## src/rtl/xnor4_pkg.sv

```systemverilog
// Shared types and constants for the xnor4 arbiter slice: operand width,
// result-slot state and requester identifier.
package xnor4_pkg;

  localparam int DATA_W = 4;

  typedef enum logic {
    EMPTY = 1'b0,
    FULL  = 1'b1
  } state_t;

  typedef enum logic {
    REQ0 = 1'b0,
    REQ1 = 1'b1
  } req_id_t;

endpackage

```

## src/rtl/xnor4.sv

```systemverilog
// Bitwise XNOR of two DATA_W-bit operands; the single compute unit shared by
// both requesters of xnor4_arbiter.
module xnor4
  import xnor4_pkg::*;
(
  input  logic [DATA_W-1:0] a,
  input  logic [DATA_W-1:0] b,
  output logic [DATA_W-1:0] y
);

  assign y = ~(a ^ b);

endmodule

```

## src/rtl/xnor4_arbiter.sv

```systemverilog
// Two-requester round-robin front end to one shared xnor4 unit with a single
// registered result slot. Optional per-requester match counters are enabled
// by defining XNOR4_ARBITER_MATCH_CNT_EN.
module xnor4_arbiter
  import xnor4_pkg::*;
#(
  parameter int CNT_W = 8
) (
  input  logic              clk,
  input  logic              rst_n,
  input  logic              req0_valid,
  input  logic [DATA_W-1:0] req0_a,
  input  logic [DATA_W-1:0] req0_b,
  output logic              req0_ready,
  input  logic              req1_valid,
  input  logic [DATA_W-1:0] req1_a,
  input  logic [DATA_W-1:0] req1_b,
  output logic              req1_ready,
  output logic              res_valid,
  output logic [DATA_W-1:0] res_y,
  output logic              res_id,
  input  logic              res_ready
`ifdef XNOR4_ARBITER_MATCH_CNT_EN
  ,
  output logic [CNT_W-1:0]  match_cnt0,
  output logic [CNT_W-1:0]  match_cnt1
`endif
);

  state_t            state_r;
  req_id_t           last_grant_r;
  req_id_t           res_id_r;
  logic [DATA_W-1:0] res_y_r;

  req_id_t           grant_s;
  logic              slot_free_s;
  logic              accept_s;
  logic [DATA_W-1:0] op_a_s;
  logic [DATA_W-1:0] op_b_s;
  logic [DATA_W-1:0] y_s;

  // Grant selection, handshake and operand steering into the shared unit.
  always_comb begin
    grant_s     = REQ0;
    slot_free_s = (state_r == EMPTY) || res_ready;
    if (req0_valid && req1_valid) begin
      grant_s = (last_grant_r == REQ1) ? REQ0 : REQ1;
    end else if (req1_valid) begin
      grant_s = REQ1;
    end else begin
      grant_s = REQ0;
    end
    // Readies are gated by rst_n so nothing is accepted while reset is held.
    req0_ready = rst_n && slot_free_s && req0_valid && (grant_s == REQ0);
    req1_ready = rst_n && slot_free_s && req1_valid && (grant_s == REQ1);
    accept_s   = req0_ready || req1_ready;
    if (grant_s == REQ1) begin
      op_a_s = req1_a;
      op_b_s = req1_b;
    end else begin
      op_a_s = req0_a;
      op_b_s = req0_b;
    end
  end

  xnor4 u_xnor4 (
    .a (op_a_s),
    .b (op_b_s),
    .y (y_s)
  );

  // Result slot FSM with registered result and round-robin pointer.
  always_ff @(posedge clk) begin
    if (!rst_n) begin
      state_r      <= EMPTY;
      res_y_r      <= {DATA_W{1'b0}};
      res_id_r     <= REQ0;
      last_grant_r <= REQ1;
    end else begin
      case (state_r)
        EMPTY: begin
          if (accept_s) begin
            state_r      <= FULL;
            res_y_r      <= y_s;
            res_id_r     <= grant_s;
            last_grant_r <= grant_s;
          end
        end
        FULL: begin
          if (accept_s) begin
            res_y_r      <= y_s;
            res_id_r     <= grant_s;
            last_grant_r <= grant_s;
          end else if (res_ready) begin
            state_r <= EMPTY;
          end
        end
        default: begin
          state_r <= EMPTY;
        end
      endcase
    end
  end

  assign res_valid = (state_r == FULL);
  assign res_y     = res_y_r;
  assign res_id    = res_id_r;

`ifdef XNOR4_ARBITER_MATCH_CNT_EN
  localparam logic [CNT_W-1:0] CNT_MAX = {CNT_W{1'b1}};
  localparam logic [CNT_W-1:0] CNT_ONE = CNT_W'(1'b1);

  logic [CNT_W-1:0] cnt0_r;
  logic [CNT_W-1:0] cnt1_r;

  // Saturating count of accepted equal-operand pairs per requester.
  always_ff @(posedge clk) begin
    if (!rst_n) begin
      cnt0_r <= {CNT_W{1'b0}};
      cnt1_r <= {CNT_W{1'b0}};
    end else if (accept_s && (y_s == {DATA_W{1'b1}})) begin
      if (grant_s == REQ0) begin
        if (cnt0_r != CNT_MAX) cnt0_r <= cnt0_r + CNT_ONE;
      end else begin
        if (cnt1_r != CNT_MAX) cnt1_r <= cnt1_r + CNT_ONE;
      end
    end
  end

  assign match_cnt0 = cnt0_r;
  assign match_cnt1 = cnt1_r;
`else
  // CNT_W only sizes the absent counters.
  if (CNT_W < 1) begin : g_cnt_w_unused
  end
`endif

endmodule

```

## config.mk

```make
export PLATFORM = sky130hd
export DESIGN_NAME = xnor4_arbiter
export DESIGN_NICKNAME = d
export VERILOG_FILES = /design/src/rtl/xnor4_pkg.sv /design/src/rtl/xnor4.sv /design/src/rtl/xnor4_arbiter.sv
export SDC_FILE = /design/constraint.sdc
export NUM_CORES = 1
export LEC_CHECK = 0
export CAP_MARGIN = 10
export CORE_UTILIZATION = 30
export CTS_BUF_LIST = sky130_fd_sc_hd__clkbuf_8
export DETAILED_ROUTE_END_ITERATION = 8
export PLACE_DENSITY = 0.76
export SLEW_MARGIN = 20
export SYNTH_ARGS = -nofsm -noshare
export SYNTH_HDL_FRONTEND = slang
export SYNTH_SLANG_ARGS = --single-unit
```

## constraint.sdc

```tcl
create_clock -name clk -period 1.48 [get_ports clk]
set_clock_uncertainty 0.1 [all_clocks]
set_input_delay 0.296 -clock clk [delete_from_list [all_inputs] [get_ports clk]]
set_output_delay 0.296 -clock clk [all_outputs]
set_load 0.03 [all_outputs]
```

==> results of run 1 <==
## registers in the layout, summed over array words and instances (netlist names)
| register | cells |
|---|---|
| last_grant_r | 1 |
| res_valid | 1 |
| res_y | 4 |
| res_id | 1 |
## metal layers
metal	wire [µm]	vias to the layer above	part of all wire, %
met5	0	-	0
met4	0	0	0
met3	49	0	4.4
met2	640	21	57
met1	433	229	39
li1	-	252	-
## placed cells by master (no fill, tap or decap), drive strengths merged
| cell | n |
|---|---|
| nand2 | 9 |
| inv | 2 |
| buf | 8 |
| nor3 | 1 |
| a21boi | 1 |
| nor4 | 1 |
| clkbuf | 4 |
| a311oi | 4 |
| clkdlybuf4s15 | 1 |
| or2 | 1 |
| clkdlybuf4s50 | 16 |
| dfxtp | 7 |
| a21bo | 1 |
| and3 | 2 |
| a31oi | 4 |
| clkinv | 1 |
| o21ai | 2 |
| o21a | 1 |
| a21oi | 2 |
| xnor2 | 8 |
| nor2b | 1 |
| dlygate4sd2 | 8 |
| nand2b | 1 |
## through the flow
stage / cell area [µm²] / power (µW) / util [%] / setup TNS, ns / std cells
final: 798 / 702 / 62.1 / 0 / 101
after CTS: 790 / 703 / 61.4 / 0 / 100
after floorplan: 425 / 322 / - / -0.0745 / 50
after detailed placement: 748 / 436 / 58.2 / -1.99 / 96
after global routing: 798 / 731 / 62.1 / -0.0744 / 101
after global placement: 748 / 432 / 58.2 / -1.60 / 96
## kinds of logic (layout without fill, tap and decap cells)
family                    Yosys count  in the layout  share of synthesized area [%]
and+or+nand+nor                    16             16                           19.9
AOI/OAI and AO/OA                  15             15                           25.4
buffers and inverters               4             40                           3.93
DFF                                 7              7                           33.8
xor gates and xnor gates            8              8                           16.9
## critical path, cell delays in order, from the launching register on
cell and delay, ns:
dfxtp_2 0.32, a21bo_4 0.21, nor3_2 0.14, buf_4 0.18
## how the worst max path moves through the flow
stage / startpoint / endpoint / slack (ns) / cells after the start
after global placement: req1_valid / req1_ready / -0.29 / 4
after CTS: req1_valid / req0_ready / 0.002 / 4
after floorplan: res_valid / req0_ready / -0.07 / 2
final: last_grant_r / req1_ready / 0.01 / 3
after detailed placement: req1_valid / res_y[0] / -0.31 / 5
after global routing: last_grant_r / req0_ready / -0.05 / 3
## final cells by class
type                            instances  area [µm²]
Fill cell                             128         487
Timing Repair Buffer                   34         307
Multi-Input combinational cell         39         278
Sequential cell                         7         141
Clock buffer                            3        41.3
Tap cell                               15        18.8
Inverter                                2        7.51
Clock inverter                          1        5.00
## power breakdown
part | total (µW) | internal, µW | switching [µW]
clock network | 275 | 183 | 91.6
registers | 214 | 206 | 8.90
logic | 213 | 114 | 98.7
total | 702 | 503 | 199
## repair_timing
item                                    CTS  global route
buffers inserted                          0             1
gates resized for setup                  16             2
endpoints found under the setup margin   12             2
pin swaps                                 1             0
==> flow_summary_export.csv, run 1 <==
group,metric,value,unit
logic_synthesis,synth_top_area_share,33.8,%
global_route,first_global_vias,469,
timing,fmaxAchievable,681,MHz
floorplanning,core,0.00128,mm²
min_path,hp-class,"input port to register",
outcome,outcome,"finished, final reports clean",
floorplanning,die_h,39.2,µm
clock_network,cts_tree,"done",
floorplanning,start_util,32.2,%
worst_setup_path,cp-start-kind,"register",
detailed_routing,route.detailed.drc,0,
timing,maxSlewHeadroom,79.4,%
worst_setup_path,reg2reg_slack,0.23,ns
detailed_routing,viasPerCell,4.97,
worst_setup_path,worstRegToRegCells,4,
clock_network,cts-root-buf,"clkbuf_8",
floorplanning,die_area,0.00153,mm²
global_route,use_met1,13.4,%
timing,final.period_utilization,99.2,%
worst_setup_path,crit_type,"register to output port",
global_route,globalRoute.busiestLayer,"met2",
global_route,grt_usage,16.1,%
logic_synthesis,ys_ff_latch,7,
global_route,met2_usage,33.8,%
floorplanning,dieWidth,39.2,µm
detailed_routing,drt_iter0_drc,4,
logic_synthesis,yosysWarnings,0,
timing,hold_ws,0.287,ns
power,irDropWorstVdd,0.407,mV
global_route,grt_antenna_before_repair,0,
logic_synthesis,synth_top_cell_by_area,"dfxtp_1",
timing,setup_viol,0,
worst_setup_path,rr_startpoint,"last_grant_r",
clock_network,clk_transition_reported_paths,0.04,ns
detailed_routing,drt_pass1_iterations,3,
timing,setup_slack,0.0112,ns
timing,final_max_slew_viol_count,0,
detailed_routing,wl_per_cell,11.1,µm
global_route,grt_pass1_wl,1640,µm
floorplanning,io_pins,29,
min_path,holdCritStartpoint,"req1_valid",
worst_setup_path,r2r-end,"res_y[2]",
clock_network,clock_path_buffers,2,
min_path,holdPathEnd,"last_grant_r",
clock_network,htreeDepth,1,
run,cap_violations,0,
logic_synthesis,synth_area_per_cell,8.28,µm²
worst_setup_path,worst-path-max-fanout,3,
detailed_routing,routed_wl,1120,µm
logic_synthesis,synthTopCellsByArea,"dfxtp_1 (34%), xnor2_1 (17%), a311oi_1 (8.5%)",
floorplanning,fp-row-count,13,
finish,layout-drive-gt1-share,25.6,%
placed_design,port_buffers,28,
placed_design,dp_slack,-0.313,ns
clock_network,cts_sinks,7,
finish,antennaDiodeCount,0,
logic_synthesis,synth-edff-count,0,
timing,period_needed,1.47,ns
global_route,grt_max_degree,9,
logic_synthesis,synth_area,414,µm²
finish,nets,108,
global_route,use_met3,1.73,%
clock_network,numCtsBuffers,3,
logic_synthesis,ys_seq_area_share,33.8,%
logic_synthesis,syn-instance-count,50,
worst_setup_path,cp.arrival,1.07,ns
clock_network,hold_buffers,0,
logic_synthesis,synth.distinct_cells,21,
timing,worst_pin_slew,0.309,ns
min_path,whs_path_depth,3,
logic_synthesis,async_reset_ff_share,0,%
placed_design,dp_hpwl,885,µm
logic_synthesis,synth_top_flop_cell,"dfxtp_1",
global_route,grt.overflow.total,0,
logic_synthesis,synth_fp_nets,71,
detailed_routing,vias,502,
placed_design,place_congestion,0.735,
clock_network,clock_latency,0.23,ns
finish,area_growth,92.7,%
logic_synthesis,synthTopCellsByCount,"nand2_1 (9), xnor2_1 (8), dfxtp_1 (7)",
detailed_routing,ant_nets,0,
worst_setup_path,endpoint_kind,"output port",
power,power.density,879,mW/mm²
logic_synthesis,yosysMostFrequentCell,"nand2_1",
power,power_leakage,0.000335,µW
timing,hold_viol,0,
timing,rsz0062_at_grt,"yes",
worst_setup_path,cp.required,1.08,ns
Power figures use the tool's default switching activity.
==> run 2, diff against run 1 <==
--- a/config.mk
+++ b/config.mk
@@ -6,6 +6,7 @@
 export NUM_CORES = 1
 export LEC_CHECK = 0
 export CAP_MARGIN = 10
+export CORE_MARGIN = 2
 export CORE_UTILIZATION = 30
 export CTS_BUF_LIST = sky130_fd_sc_hd__clkbuf_8
 export DETAILED_ROUTE_END_ITERATION = 8
==> run 2 against run 1 <==
  * Sequential share of layout area rose by 0.14 points
  * Largest cell class unchanged
  * Final cell count decreased by 0.99%
  * Total power shrank 2.3%
  * Via count down 3.2%
  * Combinational power shrank 3%
  * Global-route usage decreased by 2.4 points
  * Sequential cell count unchanged
  * Sequential power barely moved
==> flow_summary_export.csv, run 2 (same netlist as run 1, synthesis figures left out) <==
group,metric,value,unit
global_route,grt_antenna_before_repair,0,
worst_setup_path,cp.arrival,1.08,ns
worst_setup_path,cp-start-kind,"register",
detailed_routing,wl_met3,70,µm
finish,nets,107,
timing,hold_ws,0.264,ns
timing,fin_setup_tns,0,ns
worst_setup_path,crit_type,"register to output port",
finish,area_growth,91.2,%
timing,setup_viol,0,
detailed_routing,drt_iter0_drc,2,
timing,worst_pin_slew,0.308,ns
placed_design,dp_hpwl,866,µm
detailed_routing,wl_per_cell,10.3,µm
power,power.density,866,mW/mm²
global_route,grt_usage,13.7,%
detailed_routing,vias,486,
worst_setup_path,worst-path-max-fanout,4,
timing,final.period_utilization,99.7,%
detailed_routing,drt_pass1_iterations,4,
clock_network,cts_setup_buffers,0,
worst_setup_path,endpoint_kind,"output port",
worst_setup_path,cp.required,1.08,ns
global_route,grt_max_degree,9,
timing,period_needed,1.48,ns
floorplanning,io_pins,29,
finish,final_cell_mix,"clkdlybuf4s50_1 (16), nand2_1 (9), xnor2_1 (8), dlygate4sd2_1 (8), buf_4 (7)",
placed_design,dp_cells,96,
clock_network,cts-root-buf,"clkbuf_8",
placed_design,dpl-instance-area,748,µm²
detailed_routing,ant_nets,0,
floorplanning,die_area,0.00169,mm²
clock_network,htreeDepth,1,
detailed_routing,wl_met2,562,µm
detailed_routing,routed_wl,1030,µm
clock_network,cts_tree,"done",
global_route,grt.overflow.total,0,
power,power.share.clock,38.6,%
power,irDropWorstVdd,0.428,mV
power,combPwrFrac,30.1,%
detailed_routing,viasPerCell,4.86,
clock_network,numCtsBuffers,3,
run,cap_violations,0,
power,seq_power_share,31.3,%
clock_network,clock_path_buffers,2,
power,netSwitchingPower,189,µW
global_route,grt_pass1_wl,1520,µm
timing,rsz0062_at_grt,"yes",
clock_network,clk_transition_reported_paths,0.04,ns
power,fin_total_pwr,686,µW
floorplanning,start_util,31.8,%
global_route,first_global_vias,434,
finish,largest_reg_flops,4,
finish,final_area,792,µm²
finish,instances_no_fill,100,
floorplanning,fp-row-count,13,
placed_design,place_congestion,0.732,
clock_network,cts_sinks,7,
finish,final_common_cell,"clkdlybuf4s50_1",
timing,fmaxAchievable,678,MHz
finish,register_area,141,µm²
clock_network,clock_latency,0.23,ns
timing,maxSlewHeadroom,79.5,%
min_path,hp-class,"input port to register",
detailed_routing,wl_met1,398,µm
placed_design,port_buffers,28,
power,p_int,497,µW
timing,hold_viol,0,
floorplanning,dieWidth,41.2,µm
finish,multi_input_area,280,µm²
timing,final_max_slew_viol_count,0,
finish,antennaDiodeCount,0,
power,switching_share,27.6,%
detailed_routing,dr.max_layer_used,"met3",
finish,layout-drive-gt1-share,24.7,%
floorplanning,die_h,41.2,µm
floorplanning,core,0.00130,mm²
power,power_leakage,0.000334,µW
detailed_routing,route.detailed.drc,0,
outcome,outcome,"finished, final reports clean",
finish,fillers,122,
## run 2: critical path, stage by stage, from the launching register on
cell and delay, ns:
dfxtp_2 0.33, a21bo_2 0.20, nor3_2 0.15, buf_4 0.18
## run 2: power groups by stage
stage | combinational, µW | sequential [µW] | clock [µW]
2_1_floorplan | 79.7 | 243 | 0
3_3_place_gp | 215 | 217 | 0
3_5_place_dp | 217 | 217 | 0
4_1_cts | 209 | 215 | 269
5_1_grt | 221 | 217 | 284
6_report | 206 | 215 | 265
## run 2: through the flow
stage | utilization [%] | setup slack (ns)
floorplan | - | -0.0745
global placement | 57.5 | -0.296
detailed placement | 57.5 | -0.286
CTS | 61.3 | -0.0104
global route | 60.9 | -0.0374
finish | 60.9 | 0.00418
## run 2: layer usage
layer  vias to the layer above  GRT usage [%]
li1                        248              -
met1                       215           12.5
met2                        23           26.2
met3                         0           3.80
met4                         0           8.06
met5                         -              0
## run 2: timing repair
item	CTS	global route
gates cloned	0	0
pin swaps	1	0
resized for setup	18	1
endpoints found under the hold margin	0	0
hold buffers	0	0
setup endpoints to repair	8	2
## run 2: layout make-up
type / count / area share, %
clock buffers: 3 / 5.21
flip-flops and latches: 7 / 17.9
multi-input cells: 39 / 35.4
well taps: 15 / 2.37
repair buffers: 33 / 37.8
clock inverters: 1 / 0.474
inverters: 2 / 0.948
## run 2: final timing paths
check          startpoint  slack (ns)  cells past startpoint           end
max          last_grant_r       0.004                      3    req1_ready
min            req1_valid        0.26                      3  last_grant_r
max reg2reg     res_valid        0.30                      3      res_y[2]
min reg2reg        res_id        0.37                      2        res_id
